`config.mk`:
```
export PLATFORM = sky130hd
export DESIGN_NAME = wb_source_arbiter
export DESIGN_NICKNAME = d
export VERILOG_FILES = /design/src/rtl/wb_pkg.sv /design/src/rtl/rr_priority_pick.sv /design/src/rtl/wb_source_arbiter.sv
export SDC_FILE = /design/constraint.sdc
export NUM_CORES = 1
export LEC_CHECK = 0
export BUFFER_PORTS_ARGS = -buffer_cell sky130_fd_sc_hd__buf_4
export CAP_MARGIN = 40
export CELL_PAD_IN_SITES_DETAIL_PLACEMENT = 2
export CELL_PAD_IN_SITES_GLOBAL_PLACEMENT = 2
export CORE_ASPECT_RATIO = 0.7
export CORE_UTILIZATION = 25
export DETAILED_ROUTE_END_ITERATION = 10
export PLACE_DENSITY_LB_ADDON = 0.1
export SLEW_MARGIN = 20
export SYNTH_ARGS = -nofsm -noshare
export SYNTH_HDL_FRONTEND = slang
export SYNTH_SLANG_ARGS = --single-unit
```
`constraint.sdc`:
```
create_clock -name clk -period 3.2 [get_ports clk]
set_clock_uncertainty 0.2 [all_clocks]
set_input_delay 0.16 -clock clk [delete_from_list [all_inputs] [get_ports clk]]
set_output_delay 0.16 -clock clk [all_outputs]
set_load 0.01 [all_outputs]
```
`src/rtl/wb_pkg.sv`:
```
// Shared write-back constants and types for the ASIP datapath.
// Reused by the write-back arbiter, decoder and register-file blocks.
package wb_pkg;

  typedef logic mode_t;

  localparam mode_t MODE_SELECT = 1'b0;
  localparam mode_t MODE_RR     = 1'b1;

  localparam int WB_WIDTH   = 8;
  localparam int WB_NUM_SRC = 4;

endpackage

```
`src/rtl/rr_priority_pick.sv`:
```
// Combinational round-robin picker: first requester at or above ptr,
// wrapping from N-1 back to 0.
module rr_priority_pick
  import wb_pkg::*;
#(
  parameter int N  = WB_NUM_SRC,
  parameter int IW = $clog2(N)
) (
  input  logic [N-1:0]  req,
  input  logic [IW-1:0] ptr,
  output logic [N-1:0]  grant_onehot,
  output logic [IW-1:0] grant_idx,
  output logic          any_grant
);

  always_comb begin
    int idx;
    grant_onehot = '0;
    grant_idx    = '0;
    any_grant    = 1'b0;
    idx          = 0;
    for (int k = 0; k < N; k++) begin
      idx = int'(ptr) + k;
      if (idx >= N) idx -= N;
      if (!any_grant && req[idx]) begin
        any_grant         = 1'b1;
        grant_idx         = IW'(idx);
        grant_onehot[idx] = 1'b1;
      end
    end
  end

endmodule

```
`src/rtl/wb_source_arbiter.sv`:
```
// Registered NUM_SRC:1 write-back source selector with select
// and round-robin modes feeding the register-file write port.
module wb_source_arbiter
  import wb_pkg::*;
#(
  parameter int WIDTH   = WB_WIDTH,
  parameter int NUM_SRC = WB_NUM_SRC,
  parameter int SEL_W   = $clog2(NUM_SRC)
) (
  input  logic                     clk,
  input  logic                     rst_n,
  input  logic [NUM_SRC*WIDTH-1:0] src_data,
  input  logic [NUM_SRC-1:0]       src_valid,
  output logic [NUM_SRC-1:0]       src_ready,
  input  mode_t                    mode,
  input  logic [SEL_W-1:0]         sel,
  output logic [WIDTH-1:0]         out_data,
  output logic [SEL_W-1:0]         out_src,
  output logic                     out_valid,
  input  logic                     out_ready,
  output logic                     sel_err
);

  logic             out_valid_q, out_valid_d;
  logic [WIDTH-1:0] out_data_q, out_data_d;
  logic [SEL_W-1:0] out_src_q, out_src_d;
  logic [SEL_W-1:0] rr_ptr_q, rr_ptr_d;
  logic             sel_err_q, sel_err_d;

  logic [NUM_SRC-1:0] rr_oh, gnt_oh;
  logic [SEL_W-1:0]   rr_idx, gnt_idx;
  logic               rr_any, gnt_any;
  logic               accept, xfer, sel_ok;
  logic [31:0]        sel_ext;

  assign sel_ext = 32'(sel);
  assign sel_ok  = sel_ext < 32'(NUM_SRC);

  rr_priority_pick #(
    .N  (NUM_SRC),
    .IW (SEL_W)
  ) u_pick (
    .req          (src_valid),
    .ptr          (rr_ptr_q),
    .grant_onehot (rr_oh),
    .grant_idx    (rr_idx),
    .any_grant    (rr_any)
  );

  always_comb begin
    gnt_oh  = '0;
    gnt_idx = sel;
    gnt_any = 1'b0;
    if (mode == MODE_RR) begin
      gnt_oh  = rr_oh;
      gnt_idx = rr_idx;
      gnt_any = rr_any;
    end else if (sel_ok && src_valid[sel]) begin
      gnt_oh[sel] = 1'b1;
      gnt_any     = 1'b1;
    end
  end

  // A drain and a new load may share one edge.
  assign accept    = !out_valid_q || out_ready;
  assign xfer      = accept && gnt_any;
  assign src_ready = (accept && rst_n) ? gnt_oh : '0;

  always_comb begin
    out_valid_d = out_valid_q;
    out_data_d  = out_data_q;
    out_src_d   = out_src_q;
    rr_ptr_d    = rr_ptr_q;
    sel_err_d   = sel_err_q | (mode == MODE_SELECT && !sel_ok);
    if (xfer) begin
      out_valid_d = 1'b1;
      out_data_d  = src_data[int'(gnt_idx)*WIDTH +: WIDTH];
      out_src_d   = gnt_idx;
      rr_ptr_d    = (gnt_idx == SEL_W'(NUM_SRC-1)) ? '0
                                                   : gnt_idx + SEL_W'(1);
    end else if (out_ready) begin
      out_valid_d = 1'b0;
    end
  end

  always_ff @(posedge clk or negedge rst_n) begin
    if (!rst_n) begin
      out_valid_q <= 1'b0;
      out_data_q  <= '0;
      out_src_q   <= '0;
      rr_ptr_q    <= '0;
      sel_err_q   <= 1'b0;
    end else begin
      out_valid_q <= out_valid_d;
      out_data_q  <= out_data_d;
      out_src_q   <= out_src_d;
      rr_ptr_q    <= rr_ptr_d;
      sel_err_q   <= sel_err_d;
    end
  end

  assign out_valid = out_valid_q;
  assign out_data  = out_data_q;
  assign out_src   = out_src_q;
  assign sel_err   = sel_err_q;

endmodule
```
Yosys cells after proc, flatten, opt, wreduce, memory -nomap -nowiden
Cells that the tools add are included.
{ "classes": {"addsub": 8, "n_lt_le_gt_ge": 15, "n_eq_ne": 1, "shifts": 1, "n_mux": 49, "n_bitwise": 5, "reduce_logical": 19} }
{ "op_table": {"columns": ["cell", "n"], "rows": [
  ["$ge A32 B1 Y1 const B", 4],
  ["$lt A32 B4 Y1 const B", 4],
  ["$mux W32", 4],
  ["$ge A32 B4 Y1 const B", 3],
  ["$sub A32 B4 Y32 const B", 3],
  ["$shiftx A32 B6 Y8", 1],
  ["$mux W4", 7],
  ["$mux W1", 22],
  ["$logic_and A1 B1 Y1", 12],
  ["$mux W2", 6],
  ["$or A4 B4 Y4", 3],
  ["$bmux W1 S2", 5],
  ["$demux W1 S2", 5],
  ["$add A2 B2 Y3 const B", 2],
  ["$lt A2 B3 Y1 const B", 2],
  ["$logic_not A1 Y1", 5],
  ["$sub A2 B3 Y4 const B", 1],
  ["$add A2 B1 Y3 const B", 1],
  ["$ge A2 B3 Y1 const B", 1],
  ["$add A2 B1 Y2 const B", 1],
  ["$eq A2 B2 Y1 const B", 1],
  ["$ge A2 B1 Y1 const B", 1],
  ["$reduce_bool A2 Y1", 1],
  ["$logic_or A1 B1 Y1", 1],
  ["2 further kinds", 2]
]} }
{ "word_totals": {"register_bits": 14, "input_bits": 42, "word_cells": 103} }

Longest topological paths before layout
{ "logic_depth": {"ltp_word": 18, "mapped_depth": 11, "ltp_nobuf": 8} }

Hierarchy
Synthesis repeated with hierarchy kept, for this count alone.
{ "hier_totals": {"cells_unflattened": 127, "area_unflattened_um2": 1407.6} }
{ "modules_own_cells": {"columns": ["module", "instances", "cells_each", "area_each_um2"], "rows": [
  ["wb_source_arbiter", 1, 79, 947.2],
  ["rr_priority_pick", 1, 48, 460.4]
]} }

Least setup slack after synthesis
OpenSTA, ideal clock, no wires.
{ "synth_timing": {"kind": "reg2reg", "start": "reg rr_ptr_q[0]", "end": "reg rr_ptr_q[1]", "arrival_time_ns": 3.175, "t_required_ns": 2.875, "slack_ns": -0.300, "stages_incl_launch_ff": 12, "path_buffers": 3, "period_less_slack_ns": 3.500, "cell_sequence": "dfrtp_1 -> clkbuf_8 -> inv_1 -> ha_1 -> mux4_2 -> nor2b_4 -> or3_1 -> a311o_1 -> buf_6 -> buf_12 -> ha_1 -> mux2_2"} }
{ "synth_via": {"elab_chain_cells": 18} }
{ "synth_lines": {"columns": ["element", "line", "source"], "rows": [
  ["start, declared", "wb_source_arbiter.sv:27", "logic [SEL_W-1:0] rr_ptr_q, rr_ptr_d;"],
  ["start signal, assigned", "wb_source_arbiter.sv:97", "rr_ptr_q <= rr_ptr_d;"],
  ["branches (longest 14 deep; another with $sub A32 B4 Y32)", null, null],
  ["$mux W2 (*)", "rr_priority_pick.sv:25", "if (!any_grant && req[idx]) begin"],
  ["$mux W2 (*)", "wb_source_arbiter.sv:54", "if (mode == MODE_RR) begin"],
  ["named net gnt_idx[0]", "wb_source_arbiter.sv:31", "logic [SEL_W-1:0] rr_idx, gnt_idx;"],
  ["$add A2 B1 Y2 / $eq A2 B2 Y1 (equally long branches)", "wb_source_arbiter.sv:80, wb_source_arbiter.sv:79", null],
  ["$mux W2 (*)", "wb_source_arbiter.sv:79", "rr_ptr_d = (gnt_idx == SEL_W'(NUM_SRC-1)) ? '0"]
]} }
Mark *: on every way through the listed nets, which the timed path passes. The select of a mux whose other input is x is not followed.
A chain may end at the register's enable or synchronous reset.

Worst setup path in the final report
{ "layout_timing": {"start": "reg rr_ptr_q[0]", "end": "reg out_data_q[5] (netlist: out_data[5])"} }
{ "layout_via": {"elab_chain_cells": 17} }
{ "layout_lines": {"columns": ["element", "line", "source"], "rows": [
  ["branches (longest 17 deep; another with $sub A32 B4 Y32)", null, null],
  ["end signal, assigned", "wb_source_arbiter.sv:95", "out_data_q <= out_data_d;"],
  ["end, declared", "wb_source_arbiter.sv:25", "logic [WIDTH-1:0] out_data_q, out_data_d;"]
]} }
Parallel ways; which one is timed is not known. The select of a mux whose other input is x is not followed.

==> reports/metrics.yaml <==
pwr:
  power.share.switching_pct: 40.7
  power_switching_uw: 625
  p_leak_nw: 0.930
  power_frac_clock_pct: 9.8
  vdd_drop_max_mv: 0.230
  finalPower_mw: 1.54
  comb_power_share_pct: 71.9
  powerDensity_mw_per_mm2: 775
  cell_internal_pwr_uw: 912
  p_seq_share_pct: 18.3
grt:
  grt_pass1_vias: 1428
  use_met3_pct: 2.77
  grt_pass1_wl_um: 7180
  track_usage_pct: 16.9
  antenna_found_initial: 0
  grtUsageMet1_pct: 24.1
  use_met2_pct: 27.0
  busiest_layer: "met2"
  grt_start_max_net_pins: 19
  grt_overflow: 0
synthesis:
  synth_cell_type_count: 45
  ys_seq_area_share_pct: 24.6
  async_reset_ff_share_pct: 100
  synthesis.instances: 133
  ys_warn_count: 0
  syn_nets: 181
  synth_area_mm2: 0.00133
  synth_edf_count: 0
  ys_seq_elements: 13
  synthFlopType: "dfrtp_1"
  avgSynthCellArea_um2: 9.96
floorplan:
  die_height_um: 62.9
  die_area_mm2: 0.00560
  start_util_pct: 26.8
  io_pins: 58
  core_mm2: 0.00494
  fp-row-count: 21
  die_w_um: 89.0
clock_tree:
  path_clk_slew_ps: 60
  cts_buffers: 3
  cts_tree: "built"
  clockBufferDepth: 2
  clock_sinks: 13
  cts_root_buf: "clkbuf_8"
  clk_latency_ps: 240
  htreeDepth: 1
routing:
  vias: 1361
  drcViolationCount: 0
  dr.first_iter.drc_count: 66
  first_pass_iters: 6
  ant_nets: 0
  wl_per_cell_um: 18.6
  drt-total-wl_um: 5000
  viasPerCell: 5.06
critical_path:
  cp.required_ps: 3120
  crit_chain: "inv_6 > ha_4 > mux4_2 > nor2b_4 > or3_1 > a311o_2 > clkbuf_16 > mux2i_1 > a222oi_1"
  path_max_fanout: 5
  r2r_start: "rr_ptr_q[0]"
  slowest_stage: "mux4_2"
  arrival_ps: 3150
  startpoint: "rr_ptr_q[0]"
  crit_type: "flip-flop to flip-flop"
  end_kind: "flip-flop"
  crit_path_start_kind: "flip-flop"
  worstRegToRegCells: 9
  max_stage_delay_ps: 530
sta:
  setup_viol_count_final: 1
  whs_ps: 62.2
  slew_violations: 0
  min_period_over_period_pct: 101
  finalHoldViolCount: 0
  fin_ws_ps: -39.1
  period_needed_ps: 3240
  fmax_mhz: 309
placement:
  io_buffers: 56
  dpl.hpwl_um: 3640
  placedInstanceArea_mm2: 0.00182
  gp_congestion: 0.788
  pre_cts_ws_ps: 57.6
final_layout:
  n_antenna_cell: 0
  drive_gt1_share_pct: 47.5
  fill_cells: 567
  nets: 249
  design_area_mm2: 0.00198
  areaGrowthSynthToFinish_pct: 49.8
status:
  outcome: "finished with violations"
  violations: "negative setup slack"
job:
  maxCapViolCount: 0
min_path:
  hp-class: "input pin to flip-flop"
  hp-start: "src_data[3]"
  whs_path_depth: 3
state kept, by name, summed over array words and instances (netlist names):
| register | cells |
|---|---|
| out_data | 8 |
| out_src | 2 |
| rr_ptr_q | 2 |
| out_valid | 1 |
kinds of logic after synthesis:
| group | share of synthesized area [%] |
|---|---|
| compound gates | 22.8 |
| simple gates | 14.7 |
| mux | 21.1 |
| buf+inv | 11.0 |
| flops | 24.6 |
| fa+ha+maj | 5.67 |
| other cells | 0.283 |
cell usage in the layout, fill, tap and decap left out, types with 2 or more instances in the layout:
| cell | Yosys | layout |
|---|---|---|
| a21oi_1 | 6 | 6 |
| a222oi_1 | 8 | 8 |
| a22o_1 | 4 | 4 |
| a22oi_1 | 4 | 4 |
| and2b_2 | 2 | 2 |
| buf_4 | 2 | 67 |
| clkbuf_16 | 0 | 2 |
| clkbuf_8 | 2 | 3 |
| dfrtp_1 | 13 | 13 |
| dlygate4sd3_1 | 0 | 2 |
| ha_1 | 6 | 4 |
| ha_4 | 0 | 2 |
| inv_1 | 12 | 10 |
| mux2i_1 | 16 | 16 |
| mux4_2 | 2 | 2 |
| nand2_1 | 6 | 6 |
| nand3_1 | 2 | 2 |
| nand3b_1 | 4 | 4 |
| nor2_1 | 6 | 6 |
| nor3_1 | 2 | 2 |
| o211ai_1 | 2 | 2 |
| o21ai_0 | 6 | 6 |
| or2_2 | 2 | 2 |
power by group through the flow:
stage,clock (mW),combinational [mW],sequential [mW]
after floorplan,0,0.636,0.311
after global placement,0,0.925,0.278
after detailed placement,0,0.955,0.282
after CTS,0.157,0.961,0.279
after global routing,0.162,1.20,0.290
final,0.150,1.11,0.282
stage by stage:
step	utilization (%)	std cells	TNS [ps]
2_1_floorplan	-	133	-72.0
3_3_place_gp	36.9	255	0
3_5_place_dp	36.9	255	0
4_1_cts	38.2	261	0
5_1_grt	40.2	269	-636
6_report	40.2	269	-39.1
cell usage after synthesis, types with 4 or more instances:
master,number,share of area (%)
nand2_1,6,1.7
nor2_1,6,1.7
ha_1,6,5.7
mux2i_1,16,12
o21ai_0,6,2.3
nand3b_1,4,2.3
a22oi_1,4,2.3
a22o_1,4,2.6
a21oi_1,6,2.3
inv_1,12,3.4
a222oi_1,8,6.0
dfrtp_1,13,25
final cells by class:
cell class / count / area (µm²) / area share [%]
clock buffer: 4 / 45.0 / 2.27
sequential: 13 / 325 / 16.4
tap: 69 / 86.3 / 4.35
inverter: 12 / 50.0 / 2.52
multi-input combinational: 99 / 885 / 44.6
timing repair buffer: 72 / 593 / 29.9
repair_timing:
action / CTS / global route
hold buffers: 2 / 0
hold endpoints to repair: 14 / 0
setup endpoints to repair: 0 / 8
buffers inserted: 0 / 6
resized for setup: 0 / 2
path summary, 6_finish.rpt:
check                               to  slack, ps
hold / removal             out_data[3]         60
setup / recovery           out_data[5]        -40
setup reg to reg           out_data[5]        -40
hold reg to reg             out_src[1]        320
min in group asynchronous  out_data[4]        110
max in group asynchronous  out_data[6]       2510
per-layer routing:
layer  wire, µm  share of wire (%)  vias to the layer above
met2       2270                 45                       38
met5          0                  0                        -
met4         48               0.96                        0
met3        220                4.4                        4
met1       2460                 49                      675
li1           -                  -                      644
critical path, delay by kind of cell, from the launching register on:
family | cells | cell delay (ps)
AOI/OAI and AO/OA | 2 | 830
adders and majority gates | 1 | 280
buffers and inverters | 2 | 250
DFF | 1 | 430
muxes | 2 | 640
and+or+nand+nor | 2 | 470
Power figures use the tool's default switching activity.
